## src/rtl/branch_resolve_queue.sv

```systemverilog
// branch_resolve_queue: in-flight branch prediction FIFO that resolves branches, updates the predictor and redirects on mispredicts
module branch_resolve_queue #(
  parameter int DEPTH = 4
) (
  input  logic        CLK,
  input  logic        nRST,
  input  logic        enq_valid,
  input  logic [31:0] enq_pc,
  input  logic        enq_pred_taken,
  input  logic [31:0] enq_pred_target,
  input  logic        enq_is_rv32c,
  output logic        enq_ready,
  input  logic        res_valid,
  input  logic        res_taken,
  input  logic [31:0] res_target,
  input  logic        flush,
  output logic        mispredict,
  output logic [31:0] redirect_addr,
  output logic        update_predictor,
  output logic [31:0] pc_to_update,
  output logic [31:0] update_addr,
  output logic        branch_result,
  output logic        underflow
);
  localparam int AW = $clog2(DEPTH);
  localparam int CW = $clog2(DEPTH + 1);
  logic [31:0] pc_q [DEPTH];
  logic [31:0] tg_q [DEPTH];
  logic [DEPTH-1:0] tk_q, c_q;
  logic [AW-1:0] head, tail;
  logic [CW-1:0] count;
  logic do_enq, do_pop, mis;
  logic [31:0] fall;
  assign enq_ready = count < CW'(DEPTH);
  assign do_enq = enq_valid & enq_ready;
  assign do_pop = res_valid & (count != '0);
  assign mis = (tk_q[head] != res_taken) | (res_taken & tk_q[head] & (tg_q[head] != res_target));
  assign fall = pc_q[head] + (c_q[head] ? 32'd2 : 32'd4);
  // entry storage: written at the tail on every accepted enqueue
  always_ff @(posedge CLK or negedge nRST) begin
    if (!nRST) begin
      for (int i = 0; i < DEPTH; i++) begin
        pc_q[i] <= '0;
        tg_q[i] <= '0;
      end
      tk_q <= '0;
      c_q  <= '0;
    end else if (do_enq && !flush) begin
      pc_q[tail] <= enq_pc;
      tg_q[tail] <= enq_pred_target;
      tk_q[tail] <= enq_pred_taken;
      c_q[tail]  <= enq_is_rv32c;
    end
  end
  // pointers, occupancy and registered resolution outputs; flush wins, a mispredict empties the queue
  always_ff @(posedge CLK or negedge nRST) begin
    if (!nRST) begin
      head             <= '0;
      tail             <= '0;
      count            <= '0;
      mispredict       <= 1'b0;
      update_predictor <= 1'b0;
      underflow        <= 1'b0;
      redirect_addr    <= '0;
      pc_to_update     <= '0;
      update_addr      <= '0;
      branch_result    <= 1'b0;
    end else if (flush) begin
      head             <= '0;
      tail             <= '0;
      count            <= '0;
      mispredict       <= 1'b0;
      update_predictor <= 1'b0;
      underflow        <= 1'b0;
    end else begin
      update_predictor <= do_pop;
      mispredict       <= do_pop & mis;
      underflow        <= res_valid & (count == '0);
      if (do_pop) begin
        pc_to_update  <= pc_q[head];
        update_addr   <= res_taken ? res_target : tg_q[head];
        branch_result <= res_taken;
        if (mis) redirect_addr <= res_taken ? res_target : fall;
      end
      if (do_pop && mis) begin
        head  <= tail;
        count <= '0;
      end else begin
        if (do_enq) tail <= tail + AW'(1);
        if (do_pop) head <= head + AW'(1);
        count <= count + CW'(do_enq) - CW'(do_pop);
      end
    end
  end
endmodule

```

## config.mk

```make
export PLATFORM = sky130hd
export DESIGN_NAME = branch_resolve_queue
export DESIGN_NICKNAME = d
export VERILOG_FILES = /design/src/rtl/branch_resolve_queue.sv
export SDC_FILE = /design/constraint.sdc
export NUM_CORES = 1
export LEC_CHECK = 0
export ABC_CLOCK_PERIOD_IN_PS = 5700
export CAP_MARGIN = 20
export CORE_ASPECT_RATIO = 0.7
export CORE_MARGIN = 3
export CORE_UTILIZATION = 60
export CTS_BUF_LIST = sky130_fd_sc_hd__clkbuf_4 sky130_fd_sc_hd__clkbuf_8 sky130_fd_sc_hd__clkbuf_16
export DETAILED_ROUTE_END_ITERATION = 8
export GPL_TIMING_DRIVEN = 1
export PLACE_DENSITY = 0.85
export REMOVE_ABC_BUFFERS = 1
export SETUP_SLACK_MARGIN = 0.15
export SLEW_MARGIN = 10
export SYNTH_ARGS = -nofsm -noshare
export SYNTH_HDL_FRONTEND = slang
export SYNTH_SLANG_ARGS = --single-unit
```

## constraint.sdc

```tcl
create_clock -name CLK -period 5.7 [get_ports CLK]
set_input_delay 1.71 -clock CLK [delete_from_list [all_inputs] [get_ports CLK]]
set_output_delay 1.71 -clock CLK [all_outputs]
set_load 0.01 [all_outputs]
```

==> results of run 1 <==
## synthesized netlist by cell type, types with 4 or more instances
master    count
a21oi_1       5
a31oi_1      30
and2_1        5
and3_1        5
buf_1         5
buf_2         5
buf_4         6
buf_6         5
clkbuf_1     47
dfrtp_1     371
ha_1          9
inv_1        15
mux2_1       30
mux2_2      301
mux2i_1       7
mux4_2       66
nand2_1      54
nand2b_1     18
nand3_1       4
nand4_1      24
nor2_1       45
o21ai_0      29
xnor2_1      41
xor2_1       19
## flip-flops by register name (all words and copies together) (netlist names), 2 cells and up
name           flops
pc_to_update      32
count              3
tg_q             128
head               2
c_q                4
tail               2
pc_q             128
update_addr       32
tk_q               4
redirect_addr     32
## routing by layer
layer  routed length (um)  track usage  vias up  share of wire
met5                   13            0        -        0.00030
met4                  860       0.0766        2          0.020
met3                 3340       0.0741       75          0.077
met2                20100        0.444      391           0.46
met1                19000        0.419     5757           0.44
li1                     -            -     4672              -
## layout make-up
class                           count  share of cell area
Clock buffer                       50              0.0519
Multi-Input combinational cell    727               0.356
Tap cell                          364              0.0222
Inverter                           17             0.00310
Sequential cell                   371               0.452
Clock inverter                     12             0.00706
Timing Repair Buffer              222               0.108
## cell families after synthesis
kind of cell	count (synthesis)	synth area share
fa+ha+maj	11	0.00898
buf+inv	86	0.0236
flops	371	0.546
compound gates	74	0.0265
xor+xnor	60	0.0309
simple gates	178	0.0526
mux	404	0.311
## path summary, 6_finish.rpt
path / startpoint / to / slack, ps / cells after the start
setup reg to reg: head[0] / redirect_addr[8] / 1680 / 9
hold reg to reg: redirect_addr[22] / redirect_addr[22] / 490 / 1
setup / recovery: res_target[17] / redirect_addr[8] / 1560 / 8
hold / removal: redirect_addr[22] / redirect_addr[22] / 490 / 1
min in group asynchronous: nRST / tg_q[109] / 1290 / 1
max in group asynchronous: nRST / pc_to_update[24] / 3250 / 2
## power groups by stage
stage / Sequential, uW / Combinational [uW] / Clock [uW]
global placement: 4500 / 4430 / 0
global route: 4710 / 4970 / 2610
finish: 4570 / 4630 / 2460
CTS: 4560 / 4640 / 2490
detailed placement: 4580 / 4600 / 0
floorplan: 4550 / 2770 / 0
## metrics by stage
step	utilization	power, uW	instances	area (um^2)
2_1_floorplan	-	7320	1115	16700
3_3_place_gp	0.709	8930	1701	19300
3_5_place_dp	0.709	9180	1701	19300
4_1_cts	0.754	11700	1763	20600
5_1_grt	0.754	12300	1763	20600
6_report	0.754	11700	1763	20600
==> reports/results.txt, run 1 <==
In the final routed layout, each cell accounts on average for 24.5 um. The sequential share of power was 0.392. The maximum single-stage delay on the critical path was 480 ps. The total number of vias came out at 10900. The number of setup buffers added after CTS is 0. After clock tree synthesis, the clock-pin slew on the worst setup and hold paths is 60 ps. The most common cell after layout, fill and taps aside was dfrtp_1. TritonCTS built the clock tree. OpenSTA, run right after detailed placement, puts the worst setup slack at 1060 ps. The largest area contributor in the netlist is dfrtp_1. The logs give 0 for the total grt overflow and 0 ps for the total negative slack. For the number of cells produced by synthesis, the log shows 1184. The fraction of synthesized cell area taken by the top area cell type is 0.546.

The number of storage elements in the synthesis netlist came out at 371. Counting the buffers created by CTS gives 36. The slowest stage cell on the critical path was o21ai_4.

The tree is rooted in a clkbuf_16. For the finished layout, the period the worst path requires is 4140 ps. The synthesized design contains 0 enable-type register cells. At the worst endpoint, the required time is 6110 ps. Across the VDD grid, the largest voltage drop is 0.334 mV. The analysis attributes to cell leakage a power of 0.00862 uW.

The worst hold-check slack was 494 ps; the number of nets in the final layout was 1490. The cell area that synthesis handed to floorplanning was 17000 um^2. Fill cells in the final layout number 1709.

The run gives 1 as the initial antenna violation count. The post-route clock period utilization came out at 0.726. Of all nets on the critical path, the largest fanout is 23. The layout cell share with drive strength beyond 1 works out to 0.332. The maximum buffer depth of the clock tree is 3, and the critical path arrival is 4550 ps. The logs give 11600 for the via count of the first global-routing pass and 0.237 for the worst slew slack as a fraction of its limit.

STA classifies the critical path startpoint as a primary input. For the pin with the worst max-slew slack, the measured transition is 1150 ps. In the layout the commonest cells are 369 x dfrtp_1, 301 x mux2_2, 202 x clkdlybuf4s50_1, 66 x mux4_2, 54 x nand2_1. The count of port buffers added during placement is 204, and the maximum level of the CTS H-tree is 2. Summed over all layers, the routed wires come to 43300 um. For this run, the top clock speed supported by timing is 0.242 GHz. 0 antenna diodes ended up in the layout. Detailed placement ended at an HPWL of 28500 um. The sequential cells in the finished layout cover a total of 9290 um^2. Counting every sink on the clock net gives 371.

The share of synthesized registers carrying an async set or reset is 1.00. The run finished with clean final reports. The tools report the final setup violation count as 0. The starting utilization of the core area was 0.623; the total count of hold-check failures in the final report was 0. Largest net degree at the start of global routing: 127. In this design, the largest share of critical-path delay is due to simple AND/OR/NAND/NOR gates. Internal power consumption: 7840 uW. The run gives 1560 ps as the worst-case setup margin in the final layout. The endpoint class of the critical path was a flop. Once detail routing completed, the nets flagged for antenna violations numbered 0.

For the final weighted congestion in routability-driven placement, the log shows 0.835. The ratio of total power to cell area is 567 nW/um^2, and the number of top-level pins is 205. The Yosys warning count is 0. Type of the worst min-delay path: reg2reg. The tool flagged a number of max-cap violations equal to 0. The run gives 50 as the number of rows in the core area. In the final layout, the multi-input gates occupy 7320 um^2.

Using the TritonRoute via totals, the vias-per-cell ratio works out to 6.18. The predominant post-synthesis flop cell is dfrtp_1. The total global-route track usage was 0.290; the height of the die was 147 um. For the detailed-route DRC error count, the log shows 0.

The insertion delay of the later-clocked pin in the worst-skew pair came out at 530 ps. The clock skew was 12.2 ps; the count of hold-fix buffers inserted at cts was 0. The average footprint of a synthesized cell came out at 14.3 um^2. Setup repair after global routing left no endpoint under its margin. For the power share of the combinational group, the log shows 0.397. The tools report the register area share after synthesis as 0.546. Distinct cell type count of the synthesized netlist: 55. The number of detailed-routing iterations run before antenna repair came out at 5. The area added between synthesis and finish was 21.0%. The run gives 30400 um^2 as the overall die area.

After the first detailed-routing iteration, the DRC count stood at 941. The signal on the critical path passes through clkdlybuf4s50_1 > xnor2_1 > nand4_1 > nor4_1 > a31oi_2 > o21ai_4 > buf_12 > mux2_1. The tools report the first-pass GRT wire length as 68700 um. Once the clock tree was built, the resizer swapped 0 gates to a different size. The final number of max-transition violations is 0, and the number of buffer and inverter instances along the worst setup path is 2. The tools report the clock network fraction of design power as 0.211. The floorplan step set the die width to 207 um.

The switching power of the nets was 3820 uW. The critical path class was in2reg. The net switching fraction of the power is 0.328.

The core region is 27300 um^2. By area the synthesized netlist is led by dfrtp_1 55%, mux2_2 20%, mux4_2 8.7%, xnor2_1 2.1%, mux2_1 2.0%.
Note: power is estimated with default switching activity, not from simulation.
==> run 2, diff against run 1 <==
--- a/config.mk
+++ b/config.mk
@@ -5,15 +5,15 @@
 export SDC_FILE = /design/constraint.sdc
 export NUM_CORES = 1
 export LEC_CHECK = 0
-export ABC_CLOCK_PERIOD_IN_PS = 5700
+export ABC_CLOCK_PERIOD_IN_PS = 3700
 export CAP_MARGIN = 20
 export CORE_ASPECT_RATIO = 0.7
 export CORE_MARGIN = 3
-export CORE_UTILIZATION = 60
+export CORE_UTILIZATION = 51
 export CTS_BUF_LIST = sky130_fd_sc_hd__clkbuf_4 sky130_fd_sc_hd__clkbuf_8 sky130_fd_sc_hd__clkbuf_16
 export DETAILED_ROUTE_END_ITERATION = 8
 export GPL_TIMING_DRIVEN = 1
-export PLACE_DENSITY = 0.85
+export PLACE_DENSITY = 0.77
 export REMOVE_ABC_BUFFERS = 1
 export SETUP_SLACK_MARGIN = 0.15
 export SLEW_MARGIN = 10
==> constraint.sdc (replaced) <==
create_clock -name CLK -period 3.7 [get_ports CLK]
set_input_delay 1.11 -clock CLK [delete_from_list [all_inputs] [get_ports CLK]]
set_output_delay 1.11 -clock CLK [all_outputs]
set_load 0.01 [all_outputs]
==> reports/results.txt, run 2 (same netlist as run 1, synthesis figures left out) <==
The total global-route track usage came out at 0.253 (-0.0366). The top cell family by delay on the critical path is multiplexers. The run gives 69500 um (+1.1%) as the first-pass GRT wire length. The tools report the clock root buffer as clkbuf_16. The logs give 2 (unchanged) for the maximum level of the CTS H-tree and 19800 um^2 (+2.3%) for the total placed instance area. The number of nets with antenna violations after detailed routing was 0 (unchanged); the ratio of total power to cell area was 864 nW/um^2 (+52%). The count of port buffers added during placement is 204 (unchanged), and the number of clock sinks is 371 (unchanged).

The endpoint class of the critical path is a flop. The flow ran to the end, and the final reports show no timing, DRC or antenna violations. Number of top-level pins: 205 (unchanged). The launching instance or port of the critical path is head[0]. The detailed-route DRC error count is 0 (unchanged).

From synthesis to final layout, the design area changed by 24.0%. The pre-CTS setup slack was -27.4 ps (-1090 ps). Clock buffer count from CTS: 36 (unchanged).

The slowest stage cell on the critical path is mux4_2. The largest registers in the layout are pc_q (128), tg_q (128). The startpoint identified for the worst hold timing path is pc_q[57]. The worst-case reg-to-reg path depth was 10 (+1). The critical path arrival came out at 3790 ps (-760 ps). The count of maximum capacitance violations is 0 (unchanged). The initial DRC count was 798 (-15%).

The cell depth of the worst hold path came out at 1 (unchanged). For the maximum operating frequency, the log shows 0.296 GHz. Number of nets in the final layout: 1516 (+1.7%). The tools report the register-to-register setup slack as 320 ps (-1360 ps).

Leaving out fill and tap cells, the most frequent cell in the layout is dfrtp_1. The number of buffer and inverter instances along the worst setup path is 3 (+1). The worst slew slack as a fraction of its limit is 0.595 (+0.359), and the largest fanout of any net on the critical path is 17 (-26%). The height of the die is 159 um (+8.1%). The filler cell count in the final layout was 2403 (+41%). The run gives 30500 um (+6.8%) as the estimated wirelength of the detail-placed design. The number of rows in the core area is 55 (+10%). The tools report the placed instance count as 1790 (+5.2%). The worst hold path belongs to the class reg2reg. The total length of routed wires is 44300 um (+2.4%). Initial antenna violation count: 3 (+2).

The worst-case setup margin in the final layout was 324 ps (-1240 ps); the layout cell share with drive strength beyond 1 was 0.345 (+0.0134). The peak supply drop was 0.429 mV (+28%). After layout, the minimum clock period comes to 3380 ps. The critical path class was reg2reg. The capture point of the worst reg-to-reg path was redirect_addr[18]. The final number of max-transition violations came out at 0 (unchanged). The clock transition at the registers of the reported paths came out at 70 ps (about the same). The worst min-delay path endpoint is pc_q[57]. The maximum buffer depth of the clock tree is 3 (unchanged), and the insertion delay of the later-clocked pin in the worst-skew pair is 530 ps (about the same).

The summed area of non-filler cells in the final layout was 21100 um^2 (+2.5%); the worst hold-check slack was 502 ps (+8.17 ps). The worst register-to-register path begins at head[0]. Required time at the worst-slack endpoint: 4110 ps (-2000 ps). The signal on the critical path passes through buf_12 > buf_4 > mux4_2 > xnor2_1 > nand4_1 > nor4_1 > a31oi_2 > o21ai_4 > buf_4 > mux2_1.

The per-cell routed wire length came out at 23.9 um (-2.8%). The tools report the number of standard cells in the layout, taps in and fillers out as 1856 (+5.3%). The tools report the number of detailed-routing iterations run before antenna repair as 5 (unchanged). The x dimension of the die was 224 um (+8.2%); the starting utilization of the core area was 0.522 (-0.101). Setup repair after global routing left no endpoint under its margin.

Leaving out fill and tap cells, the most frequent cells in the layout are 369 x dfrtp_1, 301 x mux2_2, 202 x clkdlybuf4s50_1, 66 x mux4_2, 54 x nand2_1. For the total grt overflow, the log shows 0 (unchanged). The clock skew is 19.2 ps (+7.05 ps), and the critical path depth is 10 (+2).

For the via count of the first global-routing pass, the log shows 11400 (-2.0%). The run gives 0 (unchanged) as the number of buffers inserted by post-CTS setup repair. TritonCTS built the clock tree.

The logs give 35600 um^2 (+17%) for the overall die area and 0.00882 uW (+2.4%) for the static leakage. The routed via count divided by cell count was 5.85 (-5.3%); the final setup violation count was 0 (unchanged). The library cell appearing most often on the critical path was buf_4. The maximum single-stage delay on the critical path came out at 560 ps (+80 ps).

The tools report the placeable core region as 32600 um^2 (+19%). The tools report the total count of hold-check failures in the final report as 0 (unchanged). The count of hold-fix buffers inserted at cts came out at 0 (unchanged). The transition time of the tightest slew-check pin was 607 ps (-538 ps); the largest net degree at the start of global routing was 77 (-39%). The run gives 0.803 (-3.8%) as the final weighted congestion in routability-driven placement. Post-route clock period utilization: 0.912. The tools report the kind of start point of the critical path as a flop.

The total number of vias came out at 10900 (-0.35%).
[run 2: final cells by class]
class / instances / area, um^2 / share of cell area
multi-input combinational: 727 / 7330 / 0.348
sequential: 371 / 9290 / 0.441
inverter: 17 / 63.8 / 0.00303
antenna: 3 / 7.51 / 0.000356
timing repair buffer: 248 / 2570 / 0.122
clock buffer: 54 / 1120 / 0.0530
clock inverter: 9 / 151 / 0.00719
tap: 427 / 534 / 0.0254
[run 2: stage by stage]
stage	util	TNS [ps]	total power, uW
2_1_floorplan	-	-193930	11300
3_3_place_gp	0.608	0	14000
3_5_place_dp	0.608	-242	14300
4_1_cts	0.647	0	18300
5_1_grt	0.647	0	19200
6_report	0.647	0	18200
[run 2: where the power goes]
group / switching, uW / internal [uW]
Clock: 1560 / 2370
Combinational: 3220 / 4070
Sequential: 1090 / 5900
[run 2: timing repair]
action / 4_1_cts / 5_1_grt
endpoints found under the setup margin: 0 / 1
hold endpoints to repair: 0 / 0
gates resized for setup: 0 / 1
[run 2: worst max-delay path by stage]
stage                                   end
final                     redirect_addr[18]
after global routing      redirect_addr[25]
after CTS                 redirect_addr[28]
after detailed placement  redirect_addr[17]
after global placement    redirect_addr[31]
after floorplan            redirect_addr[0]
[run 2: routing by layer]
metal,part of all wire,global-route usage
met1,0.46,0.377
met3,0.061,0.0505
met5,0.00029,0
met2,0.46,0.381
met4,0.025,0.0703
==> run 3, diff against run 2 <==
--- a/config.mk
+++ b/config.mk
@@ -11,6 +11,7 @@
 export CORE_MARGIN = 3
 export CORE_UTILIZATION = 51
 export CTS_BUF_LIST = sky130_fd_sc_hd__clkbuf_4 sky130_fd_sc_hd__clkbuf_8 sky130_fd_sc_hd__clkbuf_16
+export CTS_CLUSTER_SIZE = 14
 export DETAILED_ROUTE_END_ITERATION = 8
 export GPL_TIMING_DRIVEN = 1
 export PLACE_DENSITY = 0.77
==> reports/results.txt, run 3 (same netlist as run 1, synthesis figures left out) <==
The final number of max-transition violations was 0 (unchanged). The tools report the maximum buffer depth of the clock tree as 3 (unchanged). The slowest stage of the critical path is the fa_1 cell.

The maximum operating frequency is 0.297 GHz (+0.11%), and the count of port buffers added during placement is 204 (unchanged). The height of the die was 159 um (unchanged); the routed via count divided by cell count was 5.85 (about the same). The number of rows in the core area came out at 55 (unchanged).

The area added between synthesis and finish came out at 24.1% (about the same). The logs give 0 (unchanged) for the number of nets with antenna violations after detailed routing and 330 ps (about the same) for the register-to-register setup slack. The initial antenna violation count is 3 (unchanged), and the per-cell routed wire length is 23.9 um (+0.23%). The insertion delay of the later-clocked pin in the worst-skew pair came out at 530 ps (about the same).

The overall power was 18300 uW (+0.34%); the post-route clock period utilization was 0.911 (-0.00104). TritonCTS built the clock tree. The run gives 2 (unchanged) as the maximum level of the CTS H-tree. The setup path with the least slack is of type reg2reg.

The total grt overflow was 0 (unchanged). The logs give 0.600 (+0.00469) for the worst slew slack as a fraction of its limit and 0 (unchanged) for the detailed-route DRC error count. Number of top-level pins: 205 (unchanged). The total number of vias is 10900 (-0.046%), and the ratio of total power to cell area is 866 nW/um^2 (+0.27%). The run gives 35600 um^2 (unchanged) as the overall die area.

For the required time at the worst-slack endpoint, the log shows 4110 ps (about the same). The critical path depth was 11 (+1). The clock transition at the registers of the reported paths works out to 60 ps (about the same). The transition time of the tightest slew-check pin was 600 ps (-7.03 ps); the final setup violation count was 0 (unchanged).

The estimated wirelength of the detail-placed design is 30500 um (unchanged). The logs give 0.803 (unchanged) for the final weighted congestion in routability-driven placement and 36 (unchanged) for the clock buffer count from CTS. The flow ran to the end, and the final reports show no timing, DRC or antenna violations. Critical path arrival: 3780 ps (about the same). The cell sitting at the root of the clock tree is a clkbuf_16. The placeable core region was 32600 um^2 (unchanged). The path class of the tightest hold or removal check is reg2reg. Setup repair after global routing left no endpoint under its margin.

The first-pass GRT wire length is 69500 um (about the same). The library cells used most frequently in the layout, excluding fill and tap cells, are 369 x dfrtp_1, 301 x mux2_2, 202 x clkdlybuf4s50_1, 66 x mux4_2, 54 x nand2_1. The number of clock sinks is 371 (unchanged). The startpoint identified for the worst register-to-register timing path is head[0].

Peak supply drop: 0.468 mV (+9.0%). The tools report the launching instance or port of the critical path as head[0]. For the clock skew, the log shows 20.1 ps (+0.884 ps). STA classifies the critical path startpoint as a flop. The endpoint class of the critical path was a flop. The number of detailed-routing iterations run before antenna repair is 5 (unchanged). The via count of the first global-routing pass came out at 11400 (-0.13%). For the total global-route track usage, the log shows 0.254 (+0.000617). Layout cell share with drive strength beyond 1: 0.345 (unchanged). The tools report the largest net degree at the start of global routing as 77 (unchanged).

The x dimension of the die was 224 um (unchanged); the number of nets in the final layout was 1516 (unchanged). The total length of routed wires is 44400 um (+0.23%). Leaving out fill and tap cells, the most frequent cell in the layout is dfrtp_1. The minimum clock period after layout is 3370 ps (-3.86 ps), and the starting utilization of the core area is 0.522 (unchanged). The initial DRC count was 848 (+6.3%); the maximum single-stage delay on the critical path was 520 ps (-40 ps).

The worst register-to-register path ends at redirect_addr[21]. The largest registers in the layout are pc_q (128), tg_q (128). For the count of hold-fix buffers inserted at cts, the log shows 0 (unchanged).

In this run the worst setup path terminates at redirect_addr[21]. The signal on the critical path passes through buf_12 > mux4_2 > ha_1 > inv_1 > fa_1 > nor3b_2 > buf_4 > nand4_1 > xor2_1 > o21ai_0 > mux2_1. Number of buffer and inverter instances along the worst setup path: 3 (unchanged). The total negative slack is 0 ps (unchanged), and the total count of hold-check failures in the final report is 0 (unchanged). Broken down by cell family, the worst path's largest delay share belongs to multiplexers.

The count of maximum capacitance violations is 0 (unchanged), and the largest fanout of any net on the critical path is 26 (+9). The number of buffers inserted by post-CTS setup repair was 0 (unchanged); the count of instances resized after the clock tree is built was 0 (unchanged). The static leakage was 0.00883 uW (+0.12%); the worst-case reg-to-reg path depth was 11 (+1).
## run 3: cell types whose count changed in the layout (fill, tap and decap cells not counted), sizes merged
cell / previous run / this run
clkbuf: 54 / 53
clkinvlp: 1 / 0
clkinv: 5 / 6
bufinv: 4 / 5
## run 3: worst min-delay path by stage
stage          cells past startpoint        to  slack [ps]     start
3_5_place_dp                       1  pc_q[57]         490  pc_q[57]
4_1_cts                            1  pc_q[18]         500  pc_q[18]
6_report                           1  pc_q[57]         500  pc_q[57]
3_3_place_gp                       1  pc_q[60]         480  pc_q[60]
5_1_grt                            1  tg_q[10]         510  tg_q[10]
2_1_floorplan                      1    c_q[2]         480    c_q[2]
## run 3: stage by stage
step	instance area (um^2)	hold WS, ps	instances	setup WS, ps	util
5_1_grt	21100	507	1855	181	0.648
3_3_place_gp	19800	483	1790	56.5	0.608
4_1_cts	21100	505	1853	303	0.647
6_report	21100	500	1856	328	0.648
2_1_floorplan	16700	475	1115	-2710	-
3_5_place_dp	19800	491	1790	-27.4	0.608
## run 3: cell type report
class / instances / area [um^2]
fillers: 2402 / 11500
clock inverters: 10 / 179
diodes: 3 / 7.51
clock buffers: 53 / 1100
inverters: 17 / 63.8
flip-flops and latches: 371 / 9290
repair buffers: 248 / 2570
multi-input cells: 727 / 7330
well taps: 427 / 534
## run 3: routing by layer
layer	vias to the layer above	wire, um	global-route usage
met1	5732	20400	0.377
met4	2	1110	0.0703
met5	-	9	0
met2	304	20200	0.382
met3	77	2600	0.0514
li1	4739	-	-
## run 3: worst register-to-register path, stage by stage, from the launching register on
cell and delay (ps):
dfrtp_4 500, buf_12 200, mux4_2 430, ha_1 180, inv_1 60, fa_1 520
nor3b_2 200, buf_4 200, nand4_1 130, xor2_1 400, o21ai_0 130, mux2_1 300
## run 3: power by group
part / switching [uW] / total [uW] / internal [uW]
sequential: 1090 / 6980 / 5900
clock: 1570 / 3980 / 2420
combinational: 3230 / 7300 / 4070
total: 5880 / 18300 / 12400
